[src/rtl/alu_rr_arbiter.sv]
// alu_rr_arbiter
//   Shares one external combinational ALU (ADD/SUB/AND/OR) between two
//   requesters. A round-robin grant selects a requester in IDLE; the accepted
//   operands are driven to the ALU for one EXEC cycle; the registered
//   result/carry are then held on the owner's response channel until taken.
// Ports
//   clk, rst                 clock, synchronous active-high reset
//   reqN_valid/ready         request handshake (N = 0,1)
//   reqN_a/b/sel             request operands and op select
//   rspN_valid/ready         response handshake (N = 0,1)
//   rsp_result, rsp_carry    shared registered response data
//   alu_a/b/sel              operands to the shared ALU (registered)
//   alu_result, alu_carry    ALU outputs
module alu_rr_arbiter #(
  parameter int DATA_W = 4,
  parameter int SEL_W  = 2
) (
  input  logic              clk,
  input  logic              rst,
  input  logic              req0_valid,
  output logic              req0_ready,
  input  logic [DATA_W-1:0] req0_a,
  input  logic [DATA_W-1:0] req0_b,
  input  logic [SEL_W-1:0]  req0_sel,
  input  logic              req1_valid,
  output logic              req1_ready,
  input  logic [DATA_W-1:0] req1_a,
  input  logic [DATA_W-1:0] req1_b,
  input  logic [SEL_W-1:0]  req1_sel,
  output logic              rsp0_valid,
  input  logic              rsp0_ready,
  output logic              rsp1_valid,
  input  logic              rsp1_ready,
  output logic [DATA_W-1:0] rsp_result,
  output logic              rsp_carry,
  output logic [DATA_W-1:0] alu_a,
  output logic [DATA_W-1:0] alu_b,
  output logic [SEL_W-1:0]  alu_sel,
  input  logic [DATA_W-1:0] alu_result,
  input  logic              alu_carry
);

  typedef enum logic [1:0] {IDLE, EXEC, RESP} state_t;

  state_t state;
  logic   last;   // requester served most recently
  logic   owner;  // requester of the operation in flight
  logic   gnt;    // combinational grant: 0 -> req0, 1 -> req1

  // On a tie the requester not served last wins; otherwise the lone valid one.
  always_comb begin
    gnt = req1_valid;
    if (req0_valid && req1_valid) gnt = ~last;
  end

  // Readys are combinational so a valid raised in IDLE is taken that cycle;
  // gated by rst so nothing is accepted while reset is applied.
  assign req0_ready = !rst && (state == IDLE) && req0_valid && !gnt;
  assign req1_ready = !rst && (state == IDLE) && req1_valid &&  gnt;

  always_ff @(posedge clk) begin
    if (rst) begin
      state      <= IDLE;
      last       <= 1'b1;
      owner      <= 1'b0;
      rsp0_valid <= 1'b0;
      rsp1_valid <= 1'b0;
      rsp_result <= '0;
      rsp_carry  <= 1'b0;
      alu_a      <= '0;
      alu_b      <= '0;
      alu_sel    <= '0;
    end else begin
      case (state)
        IDLE: begin
          if (req0_ready) begin
            alu_a   <= req0_a;
            alu_b   <= req0_b;
            alu_sel <= req0_sel;
            owner   <= 1'b0;
            last    <= 1'b0;
            state   <= EXEC;
          end else if (req1_ready) begin
            alu_a   <= req1_a;
            alu_b   <= req1_b;
            alu_sel <= req1_sel;
            owner   <= 1'b1;
            last    <= 1'b1;
            state   <= EXEC;
          end
        end
        EXEC: begin
          rsp_result <= alu_result;
          // Upper select bit marks the logic ops, whose ALU carry is garbage.
          rsp_carry  <= alu_sel[SEL_W-1] ? 1'b0 : alu_carry;
          rsp0_valid <= !owner;
          rsp1_valid <=  owner;
          state      <= RESP;
        end
        RESP: begin
          if (owner ? rsp1_ready : rsp0_ready) begin
            rsp0_valid <= 1'b0;
            rsp1_valid <= 1'b0;
            state      <= IDLE;
          end
        end
        default: state <= IDLE;
      endcase
    end
  end

endmodule

[config.mk]
export PLATFORM = sky130hd
export DESIGN_NAME = alu_rr_arbiter
export DESIGN_NICKNAME = d
export VERILOG_FILES = /design/src/rtl/alu_rr_arbiter.sv
export SDC_FILE = /design/constraint.sdc
export NUM_CORES = 1
export LEC_CHECK = 0
export ABC_AREA = 0
export CORE_MARGIN = 1.5
export CORE_UTILIZATION = 43
export CTS_CLUSTER_DIAMETER = 150
export DETAILED_ROUTE_END_ITERATION = 10
export PLACE_DENSITY = 0.83
export SYNTH_ARGS = -nofsm -noshare
export SYNTH_HDL_FRONTEND = slang
export SYNTH_SLANG_ARGS = --single-unit
[constraint.sdc]
create_clock -name clk -period 2 [get_ports clk]
set_input_delay 0.3 -clock clk [delete_from_list [all_inputs] [get_ports clk]]
set_output_delay 0.3 -clock clk [all_outputs]
set_load 0.1 [all_outputs]
==> metrics.md, run 1 <==
| Metric | Value |
|---|---|
| Worst-Margin Slew | `461.1 ps` |
| First-pass GRT wire length | `4429 um` |
| Gate Count Post-Synth | `119` |
| Total detailed-routing wirelength | `2885 um` |
| Cts hold-fix bufs | `0` |
| CTS buffer count | `3` |
| Hold Startpoint | `rsp_result[0]$_SDFFE_PP0P_` |
| Final critical-path required period | `1882 ps` |
| Die Ht | `52.94 um` |
| Detailed Route Iter0 Violations | `24` |
| Worst r2r dst | `alu_b[0]$_SDFFE_PP0P_` |
| Largest net degree at the start of global routing | `22` |
| Part of the power in registers | `39.5%` |
| Commonest non-fill, non-tap cell in the layout | `clkdlybuf4s50_1` |
| Vias per std cell | `5.779` |
| Final setup violation count | `0` |
| Tcrit/Tclk final | `94.11%` |
| Core Area | `0.002276 mm2` |
| Crit path kind | `reg2out` |
| PnR worst setup slack | `117.8 ps` |
| HPWL after DPL | `2060 um` |
| Fin nets | `199` |
| Worst rel slew slack | `69.20%` |
| Total GRT Usage | `21.34%` |
| Vias in the first global route | `1015` |
| GRT overflow | `0` |
| Setup_tns | `0 ps` |
| Switching power | `0.0005330 W` |
| Placed cells | `191` |
| I/O pin cnt | `50` |
| Slew Viols, Final | `0` |
| 1st-pass router iterations | `6` |
| TritonCTS Sinks | `21` |
| Netlist Area Pre-Place | `0.001072 mm2` |
| Hold crit path type | `reg2reg` |
| Area delta synth->final | `49.71%` |
| R2R cell count | `4` |
| Layout cells sized above 1 | `28.14%` |
| Final Hold Viols | `0` |
| Pwr/cell area | `771.3 mW/mm2` |
| Worst skew pair latency | `310 ps` |
| PostCTS Resize Cnt | `0` |
| Startpoint types | `flip-flop` |
| Syn nets | `150` |
| Synth cell types | `28` |
| Total die area | `0.002802 mm2` |
| Seq/Total Area, Yosys | `39.21%` |
| R2r startpoint | `state[1]$_SDFFE_PP0P_` |
| Most frequent cells in the layout | `30 x clkdlybuf4s50_1, 25 x buf_4, 21 x dfxtp_1` |
| Longest Clk Path Bufs | `2` |
| Routed via count | `1127` |
| Arrival @ worst endpoint | `1580 ps` |
| H-tree levels | `1` |
| Worst Setup End Kind | `output port` |
| Number of synthesized flops with an enable pin | `0` |
| Yosys top cell by area | `dfxtp_1` |
| Hold WS | `462.4 ps` |
| WP data required | `1700 ps` |
| RSZ-0062 raised after global routing | `false` |
| Hold Crit Depth | `2` |
| Synth top area cells | `dfxtp_1 39%, o31ai_2 11%, a21oi_1 9.3%, a311oi_1 8.2%, nand4_1 5.8%` |
| Worst-path clk slew | `110 ps` |
| CP bufs+invs | `1` |
| P_leak | `0.5966 nW` |
| Post-CTS Setup Repair Bufs | `0` |
| CP max stage delay | `440 ps` |
| Pre-CTS setup slack | `136.4 ps` |
| Peak VDD IR | `0.7354 mV` |
| Share of the synthesized area in the top cell type | `39.21%` |
| Sw Share | `43.05%` |
| Port bufs | `49` |
| Top FF cell, synth | `dfxtp_1` |
| Clock power share | `16.5%` |
| Critical path's slowest cell | `dfxtp_1` |
| Cell Int Power | `0.0007052 W` |
| Max-Cap Viols | `0` |
| Routed wire length per instance | `14.79 um` |
| Hold Path Sink | `rsp_result[0]$_SDFFE_PP0P_` |
| Non-Filler Instances | `195` |
| Routability cong. | `0.8063` |
| Yosys warns | `0` |
| FP Rows | `17` |
| Effective utilization at floorplan | `47.11%` |
| Top delay family on crit path | `simple AND/OR/NAND/NOR gates` |
| Clk_skew | `8.340 ps` |
| Critical path peak fanout | `12` |
| Root Buffer | `clkbuf_4` |
| Syn avg cell area | `9.011 um2` |
| Worst reg2reg setup slack | `440 ps` |
| Initial antenna violation count | `0` |
| Async SR Flop Fraction | `0%` |
| DRC Markers | `0` |
| Die span in x | `52.94 um` |
| Crit path cell chain | `or3_4 -> nor3_4 -> buf_12` |
| Status | `finished, final reports clean` |
| Max Fclk | `531.3 MHz` |
| DRT antenna net count | `0` |
| Antenna diodes | `0` |
| Yosys reg bits | `21` |
| TritonCTS clock tree | `done` |
| Logic gate share of total power | `44.0%` |
through the flow:
step	cell area (um2)	power, W	util (%)
4_1_cts	1605	0.001246	70.53
6_report	1605	0.001238	70.53
2_1_floorplan	1086	0.0008875	-
3_3_place_gp	1578	0.001034	69.32
5_1_grt	1605	0.001295	70.53
3_5_place_dp	1578	0.001042	69.32
cells by family after synthesis:
| family | share of synthesized area [%] |
|---|---|
| mux | 1.050 |
| flops | 39.21 |
| simple gates | 19.95 |
| compound gates | 32.09 |
| buf+inv | 7.701 |
sequential cells by signal, summed over array words and instances, names as in the netlist:
name and cells:
alu_b 4, owner 1, last 1, alu_a 4, rsp1_valid 1, state 2
rsp0_valid 1, rsp_carry 1, alu_sel 2, rsp_result 4
per-layer routing:
layer | GRT usage [%] | part of all wire [%]
met4 | 2.564 | 0.49
met3 | 6.780 | 7.3
met5 | 0 | 0
met2 | 38.33 | 50
met1 | 25.35 | 42
power groups by stage:
stage                     logic, W  clock network [W]  registers [W]
after floorplan           0.000181                  0       0.000707
after detailed placement  0.000544                  0       0.000497
final                     0.000545           0.000204       0.000489
after global placement    0.000539                  0       0.000495
after CTS                 0.000546           0.000212       0.000488
after global routing      0.000572           0.000230       0.000494
cells in the mapped netlist (2+ instances only):
| library cell | number |
|---|---|
| nand2b_1 | 2 |
| nand2_1 | 11 |
| nor2_1 | 2 |
| dfxtp_1 | 21 |
| nand4_1 | 10 |
| buf_2 | 6 |
| inv_1 | 3 |
| nor2b_1 | 2 |
| or3b_1 | 2 |
| a311oi_1 | 10 |
| clkbuf_1 | 5 |
| o31ai_2 | 9 |
| buf_6 | 2 |
| a21oi_1 | 20 |
cell type report:
type | instances | area [um2]
Timing Repair Buffer | 57 | 528.0
Inverter | 3 | 11.26
Fill cell | 191 | 670.6
Clock inverter | 1 | 5.005
Sequential cell | 21 | 420.4
Multi-Input combinational cell | 82 | 583.1
Tap cell | 28 | 35.03
Clock buffer | 3 | 22.52
how the worst max path moves through the flow:
stage	slack (ps)	to	cells past startpoint	from
finish	120	req0_ready	3	state[1]$_SDFFE_PP0P_
global route	40	req0_ready	3	state[1]$_SDFFE_PP0P_
CTS	110	req0_ready	3	state[1]$_SDFFE_PP0P_
detailed placement	140	alu_b[2]$_SDFFE_PP0P_	5	req1_valid
global placement	190	req0_ready	4	rst
floorplan	-40	req0_ready	4	state[0]$_SDFFE_PP0P_
worst min-delay path, cell delays in order, from the launching register on:
cell     delay (ps)
dfxtp_1         330
nand2_1          50
a21oi_1          50
No activity file was read; power rests on OpenSTA's default activity.
==> inputs of run 2 (changes only) <==
==> constraint.sdc (replaced) <==
create_clock -name clk -period 2 [get_ports clk]
set_input_delay 0.3 -clock clk [delete_from_list [all_inputs] [get_ports clk]]
set_output_delay 0.3 -clock clk [all_outputs]
set_load 0.02 [all_outputs]
==> metrics.md, run 2 (synthesis gave the netlist of run 1 again) <==
| Metric | Value |
|---|---|
| Startpoint types | `primary input (was flip-flop)` |
| TritonCTS Sinks | `21 (unchanged)` |
| Layout cells sized above 1 | `17.06% (was 28.14%)` |
| Logic gate share of total power | `34.1% (was 44.0%)` |
| Placed cells | `194 (was 191)` |
| H-tree levels | `1 (unchanged)` |
| Crit path kind | `in2out (was reg2out)` |
| Critical path's slowest cell | `clkdlybuf4s50_1 (was dfxtp_1)` |
| Fin nets | `202 (was 199)` |
| Regs by FF count | `alu_a: 4 flops, alu_b: 4 flops, rsp_result: 4 flops (unchanged)` |
| Worst Setup EP | `req0_ready (unchanged)` |
| Clock power share | `20.5% (was 16.5%)` |
| Arrival @ worst endpoint | `1610 ps (was 1580 ps)` |
| Total power | `0.001058 W (was 0.001238 W)` |
| FP Rows | `17 (unchanged)` |
| Status | `finished, final reports clean (unchanged)` |
| Total die area | `0.002802 mm2 (unchanged)` |
| Switching power | `0.0003414 W (was 0.0005330 W)` |
| Worst skew pair latency | `310 ps (about the same)` |
| Final setup violation count | `0 (unchanged)` |
| Fillers | `180 (was 191)` |
| Worst reg2reg setup slack | `510 ps (was 440 ps)` |
| Effective utilization at floorplan | `47.11% (unchanged)` |
| Worst r2r dst | `alu_b[2]$_SDFFE_PP0P_ (was alu_b[0]$_SDFFE_PP0P_)` |
| Cell Int Power | `0.0007167 W (was 0.0007052 W)` |
| Final critical-path required period | `1913 ps (was 1882 ps)` |
| Slew Viols, Final | `0 (unchanged)` |
| Worst rel slew slack | `71.06% (was 69.20%)` |
| Hold crit path type | `reg2reg (unchanged)` |
| Area delta synth->final | `52.63% (was 49.71%)` |
| Crit path cell chain | `clkdlybuf4s50_1 -> or3_4 -> nor3_1 -> dlygate4sd2_1 (was or3_4 -> nor3_4 -> buf_12)` |
| Setup_tns | `0 ps (unchanged)` |
| P_leak | `0.5739 nW (was 0.5966 nW)` |
| Antenna diodes | `0 (unchanged)` |
| Detailed Route Iter0 Violations | `28 (was 24)` |
| Routed wire length per instance | `14.99 um (was 14.79 um)` |
| TritonCTS clock tree | `done (unchanged)` |
| Peak VDD IR | `0.4482 mV (was 0.7354 mV)` |
| WP data required | `1700 ps (about the same)` |
| Final Hold Viols | `0 (unchanged)` |
| Max Fclk | `522.9 MHz (was 531.3 MHz)` |
| DRT antenna net count | `0 (unchanged)` |
| Initial antenna violation count | `0 (unchanged)` |
| Placed Area | `0.001609 mm2 (was 0.001578 mm2)` |
| RSZ-0062 raised after global routing | `false (unchanged)` |
| Non-Filler Instances | `198 (was 195)` |
| Worst Setup End Kind | `output port (unchanged)` |
| Total detailed-routing wirelength | `2969 um (was 2885 um)` |
| Die Ht | `52.94 um (unchanged)` |
| Source of the critical timing path | `rst (was state[1]$_SDFFE_PP0P_)` |
| Clk_skew | `9.735 ps (was 8.340 ps)` |
| Root Buffer | `clkbuf_4 (unchanged)` |
| Routability cong. | `0.7408 (was 0.8063)` |
| DRC Markers | `0 (unchanged)` |
| HPWL after DPL | `2186 um (was 2060 um)` |
| Part of the power in registers | `45.4% (was 39.5%)` |
| Tcrit/Tclk final | `95.63% (was 94.11%)` |
| Core Area | `0.002276 mm2 (unchanged)` |
| Critical path peak fanout | `2 (was 12)` |
| Most frequent cells in the layout | `47 x clkdlybuf4s50_1, 21 x dfxtp_1, 20 x a21oi_1 (was 30 x clkdlybuf4s50_1, 25 x buf_4, 21 x dfxtp_1)` |
| Largest net degree at the start of global routing | `23 (was 22)` |
| Routed via count | `1151 (was 1127)` |
| Total GRT Usage | `22.99% (was 21.34%)` |
| Port bufs | `49 (unchanged)` |
| R2r startpoint | `state[0]$_SDFFE_PP0P_ (was state[1]$_SDFFE_PP0P_)` |
| Worst-Margin Slew | `433.3 ps (was 461.1 ps)` |
| 1st-pass router iterations | `4 (was 6)` |
| CTS buffer count | `3 (unchanged)` |
| Sw Share | `32.27% (was 43.05%)` |
| Max-Cap Viols | `0 (unchanged)` |
| R2R cell count | `5 (was 4)` |
| Vias per std cell | `5.813 (was 5.779)` |
| GRT overflow | `0 (unchanged)` |
| Vias in the first global route | `1040 (was 1015)` |
| CP max stage delay | `430 ps (was 440 ps)` |
| First-pass GRT wire length | `4767 um (was 4429 um)` |
| Pwr/cell area | `646.6 mW/mm2 (was 771.3 mW/mm2)` |
| Die span in x | `52.94 um (unchanged)` |
| Final non-filler cell area | `0.001637 mm2 (was 0.001605 mm2)` |
| Worst-path clk slew | `130 ps (was 110 ps)` |
| Hold WS | `467.3 ps (was 462.4 ps)` |
| I/O pin cnt | `50 (unchanged)` |
| Longest Clk Path Bufs | `2 (unchanged)` |
| Commonest non-fill, non-tap cell in the layout | `clkdlybuf4s50_1 (unchanged)` |
## run 2: cell types whose count changed in the layout (fill, tap and decap cells not counted), sizes merged
cell and delta:
clkinvlp +1, clkdlybuf4s50 +17, dlygate4sd2 +2, buf -16, clkinv -1
## run 2: final cells by class
type                       count  area, um2  area share (%)
timing repair buffer          60      570.5           34.86
multi-input combinational     82      569.3           34.79
sequential                    21      420.4           25.69
tap                           28      35.03           2.141
clock buffer                   3      22.52           1.376
inverter                       3      11.26          0.6881
clock inverter                 1      7.507          0.4587
## run 2: timing repair
action,CTS,global route
buffers inserted,0,0
hold buffers,0,0
endpoints found under the setup margin,2,0
gates resized for setup,2,0
## run 2: worst min-delay path by stage
| stage | start | cells after the start | endpoint |
|---|---|---|---|
| floorplan | alu_result[0] | 2 | rsp_result[0]$_SDFFE_PP0P_ |
| global placement | rsp_carry$_SDFFE_PP0P_ | 2 | rsp_carry$_SDFFE_PP0P_ |
| detailed placement | rsp_result[0]$_SDFFE_PP0P_ | 2 | rsp_result[0]$_SDFFE_PP0P_ |
| CTS | rsp_result[0]$_SDFFE_PP0P_ | 2 | rsp_result[0]$_SDFFE_PP0P_ |
| global route | rsp_result[2]$_SDFFE_PP0P_ | 2 | rsp_result[2]$_SDFFE_PP0P_ |
| finish | rsp_result[0]$_SDFFE_PP0P_ | 2 | rsp_result[0]$_SDFFE_PP0P_ |
## run 2: per-layer routing
metal / share of wire [%] / wire, um / track usage, %
met4: 1.2 / 36 / 9.829
met2: 51 / 1512 / 38.33
met3: 4.7 / 139 / 2.825
met5: 0 / 0 / 0
met1: 43 / 1281 / 29.70
## run 2: through the flow
stage               worst slack, ps  util, %
floorplan                     256.5        -
global placement             -193.7    70.70
detailed placement           -205.9    70.70
CTS                           78.55    71.91
global route                  60.10    71.91
finish                        87.49    71.91
## run 2: worst max-delay path, delay by kind of cell
family                 cells  cell delay (ps)
buffers and inverters      2              800
AND/OR/NAND/NOR            2              510
## run 2: power groups by stage
stage	Combinational [W]	Sequential (W)	Clock, W
after detailed placement	0.000361	0.000489	0
after global placement	0.000354	0.000487	0
after floorplan	0.000159	0.000524	0
after CTS	0.000361	0.000480	0.000224
after global routing	0.000388	0.000485	0.000241
final	0.000361	0.000480	0.000217
==> inputs of run 3 (changes only) <==
- CORE_UTILIZATION: 43 -> 40
- GPL_TIMING_DRIVEN: not set -> 0
- PLACE_DENSITY: 0.83 -> 0.78
- REMOVE_ABC_BUFFERS: not set -> 1
==> metrics.md, run 3 (synthesis gave the netlist of run 1 again) <==
| Metric | Value |
|---|---|
| Total detailed-routing wirelength | `2789 um (was 2969 um)` |
| Cts hold-fix bufs | `0 (unchanged)` |
| Fin nets | `195 (was 202)` |
| Die span in x | `54.78 um (was 52.94 um)` |
| Peak VDD IR | `0.4342 mV (was 0.4482 mV)` |
| Placed Area | `0.001529 mm2 (was 0.001609 mm2)` |
| Non-Filler Instances | `193 (was 198)` |
| Root Buffer | `clkbuf_4 (unchanged)` |
| Routability cong. | `0.7022 (was 0.7408)` |
| Vias in the first global route | `961 (was 1040)` |
| Max Fclk | `523.8 MHz (was 522.9 MHz)` |
| Initial antenna violation count | `0 (unchanged)` |
| P_leak | `0.5517 nW (was 0.5739 nW)` |
| TritonCTS clock tree | `done (unchanged)` |
| Effective utilization at floorplan | `42.89% (was 47.11%)` |
| Startpoint types | `flip-flop (was primary input)` |
| Total die area | `0.003000 mm2 (was 0.002802 mm2)` |
| Layout cells sized above 1 | `17.79% (was 17.06%)` |
| Port bufs | `49 (unchanged)` |
| WP data required | `1700 ps (about the same)` |
| Max-Cap Viols | `0 (unchanged)` |
| First-pass GRT wire length | `4264 um (was 4767 um)` |
| Sw Share | `31.76% (was 32.27%)` |
| Placed cells | `185 (was 194)` |
| Cell Int Power | `0.0007060 W (was 0.0007167 W)` |
| DRT antenna net count | `0 (unchanged)` |
| Core Area | `0.002500 mm2 (was 0.002276 mm2)` |
| Status | `finished, final reports clean (unchanged)` |
| I/O pin cnt | `50 (unchanged)` |
| H-tree levels | `1 (unchanged)` |
| Commonest non-fill, non-tap cell in the layout | `clkdlybuf4s50_1 (unchanged)` |
| 1st-pass router iterations | `4 (unchanged)` |
| GRT overflow | `0 (unchanged)` |
| Pwr/cell area | `646.5 mW/mm2 (was 646.6 mW/mm2)` |
| Crit path kind | `reg2out (was in2out)` |
| Regs by FF count | `alu_a: 4 flops, alu_b: 4 flops, rsp_result: 4 flops (unchanged)` |
| DRC Markers | `0 (unchanged)` |
| Longest Clk Path Bufs | `2 (unchanged)` |
| Hold WS | `431.1 ps (was 467.3 ps)` |
| Part of the power in registers | `47.5% (was 45.4%)` |
| Arrival @ worst endpoint | `1610 ps (about the same)` |
| Worst-Margin Slew | `737.4 ps (was 433.3 ps)` |
| Worst skew pair latency | `300 ps (was 310 ps)` |
| Routed wire length per instance | `14.45 um (was 14.99 um)` |
| Most frequent cells in the layout | `45 x clkdlybuf4s50_1, 20 x a21oi_1, 19 x dfxtp_1 (was 47 x clkdlybuf4s50_1, 21 x dfxtp_1, 20 x a21oi_1)` |
| Die Ht | `54.78 um (was 52.94 um)` |
| Largest net degree at the start of global routing | `24 (was 23)` |
| TritonCTS Sinks | `21 (unchanged)` |
| Total GRT Usage | `19.75% (was 22.99%)` |
| Critical path peak fanout | `12 (was 2)` |
| Logic gate share of total power | `32.8% (was 34.1%)` |
| Worst-path clk slew | `120 ps (was 130 ps)` |
| Area delta synth->final | `49.24% (was 52.63%)` |
| Routed via count | `1091 (was 1151)` |
| CTS buffer count | `3 (unchanged)` |
| Final setup violation count | `0 (unchanged)` |
| Worst rel slew slack | `50.68% (was 71.06%)` |
| Antenna diodes | `0 (unchanged)` |
| Final Hold Viols | `0 (unchanged)` |
| HPWL after DPL | `1956 um (was 2186 um)` |
| Switching power | `0.0003285 W (was 0.0003414 W)` |
| Tcrit/Tclk final | `95.46% (was 95.63%)` |
| Final critical-path required period | `1909 ps (was 1913 ps)` |
| Hold crit path type | `in2reg (was reg2reg)` |
| FP Rows | `18 (was 17)` |
| Worst reg2reg setup slack | `160 ps (was 510 ps)` |
| Final non-filler cell area | `0.001600 mm2 (was 0.001637 mm2)` |
| Slew Viols, Final | `0 (unchanged)` |
| Worst Setup End Kind | `output port (unchanged)` |
| Detailed Route Iter0 Violations | `18 (was 28)` |
| Clock power share | `19.7% (was 20.5%)` |
| Vias per std cell | `5.653 (was 5.813)` |
| Clk_skew | `3.444 ps (was 9.735 ps)` |
==> run 3: cell count changes in the layout (fill, tap and decap cells not counted), sizes merged <==
cell           change
clkbuf             +1
clkdlybuf4s50      -2
dlygate4sd2        -2
clkdlybuf4s15      +1
clkinv             +1
dlymetal6s2s       +1
inv                -1
buf                -6
==> run 3: metal layers <==
layer,vias up,global-route usage (%),wire (um),part of all wire (%)
li1,543,-,-,-
met1,504,23.40,1216,44
met2,40,35.12,1342,48
met3,4,5.738,210,7.5
met4,0,3.750,19,0.68
met5,-,0,0,0
==> run 3: area by class of cell <==
type	count	area, um2
clock inverter	1	5.005
multi-input combinational	82	583.1
fill	224	899.6
timing repair buffer	53	514.2
sequential	21	422.9
inverter	3	15.01
clock buffer	3	22.52
tap	30	37.54
==> run 3: power by group through the flow <==
stage	combinational [W]	clock [W]	sequential (W)
5_1_grt	0.000367	0.000228	0.000498
4_1_cts	0.000332	0.000211	0.000491
2_1_floorplan	0.000129	0	0.000529
3_5_place_dp	0.000327	0	0.000497
6_report	0.000340	0.000204	0.000491
3_3_place_gp	0.000324	0	0.000494
==> run 3: final timing paths <==
check,cells after the start,start,endpoint
worst max-delay path,3,state[1]$_SDFFE_PP0P_,req0_ready
worst min-delay path,2,rst,rsp_carry$_SDFFE_PP0P_
worst max register to register,3,state[0]$_SDFFE_PP0P_,alu_b[0]$_SDFFE_PP0P_
worst min register to register,2,rsp_carry$_SDFFE_PP0P_,rsp_carry$_SDFFE_PP0P_
==> run 3: critical path: stages, from the launching register on <==
cell             delay (ps)
dfxtp_2                 410
or3_4                   430
nor3_1                  190
clkdlybuf4s15_2         280
==> run 3: what timing repair did <==
action | in CTS | in global routing
endpoints found under the setup margin | 13 | 2
pin swaps | 1 | 1
hold endpoints to repair | 0 | 0
cloned | 0 | 0
setup buffers | 1 | 3
gates resized for setup | 14 | 5
==> run 3: per-stage QoR <==
stage               setup TNS [ps]  util [%]  setup slack, ps  total power (W)
floorplan                        0         -            298.9        0.0006585
CTS                         -3.890     63.41           -3.890         0.001034
finish                           0     64.01            90.77         0.001035
detailed placement          -11590     61.16           -975.9        0.0008236
global placement            -11780     61.16           -990.0        0.0008187
global route               -0.9337     64.01          -0.9337         0.001093
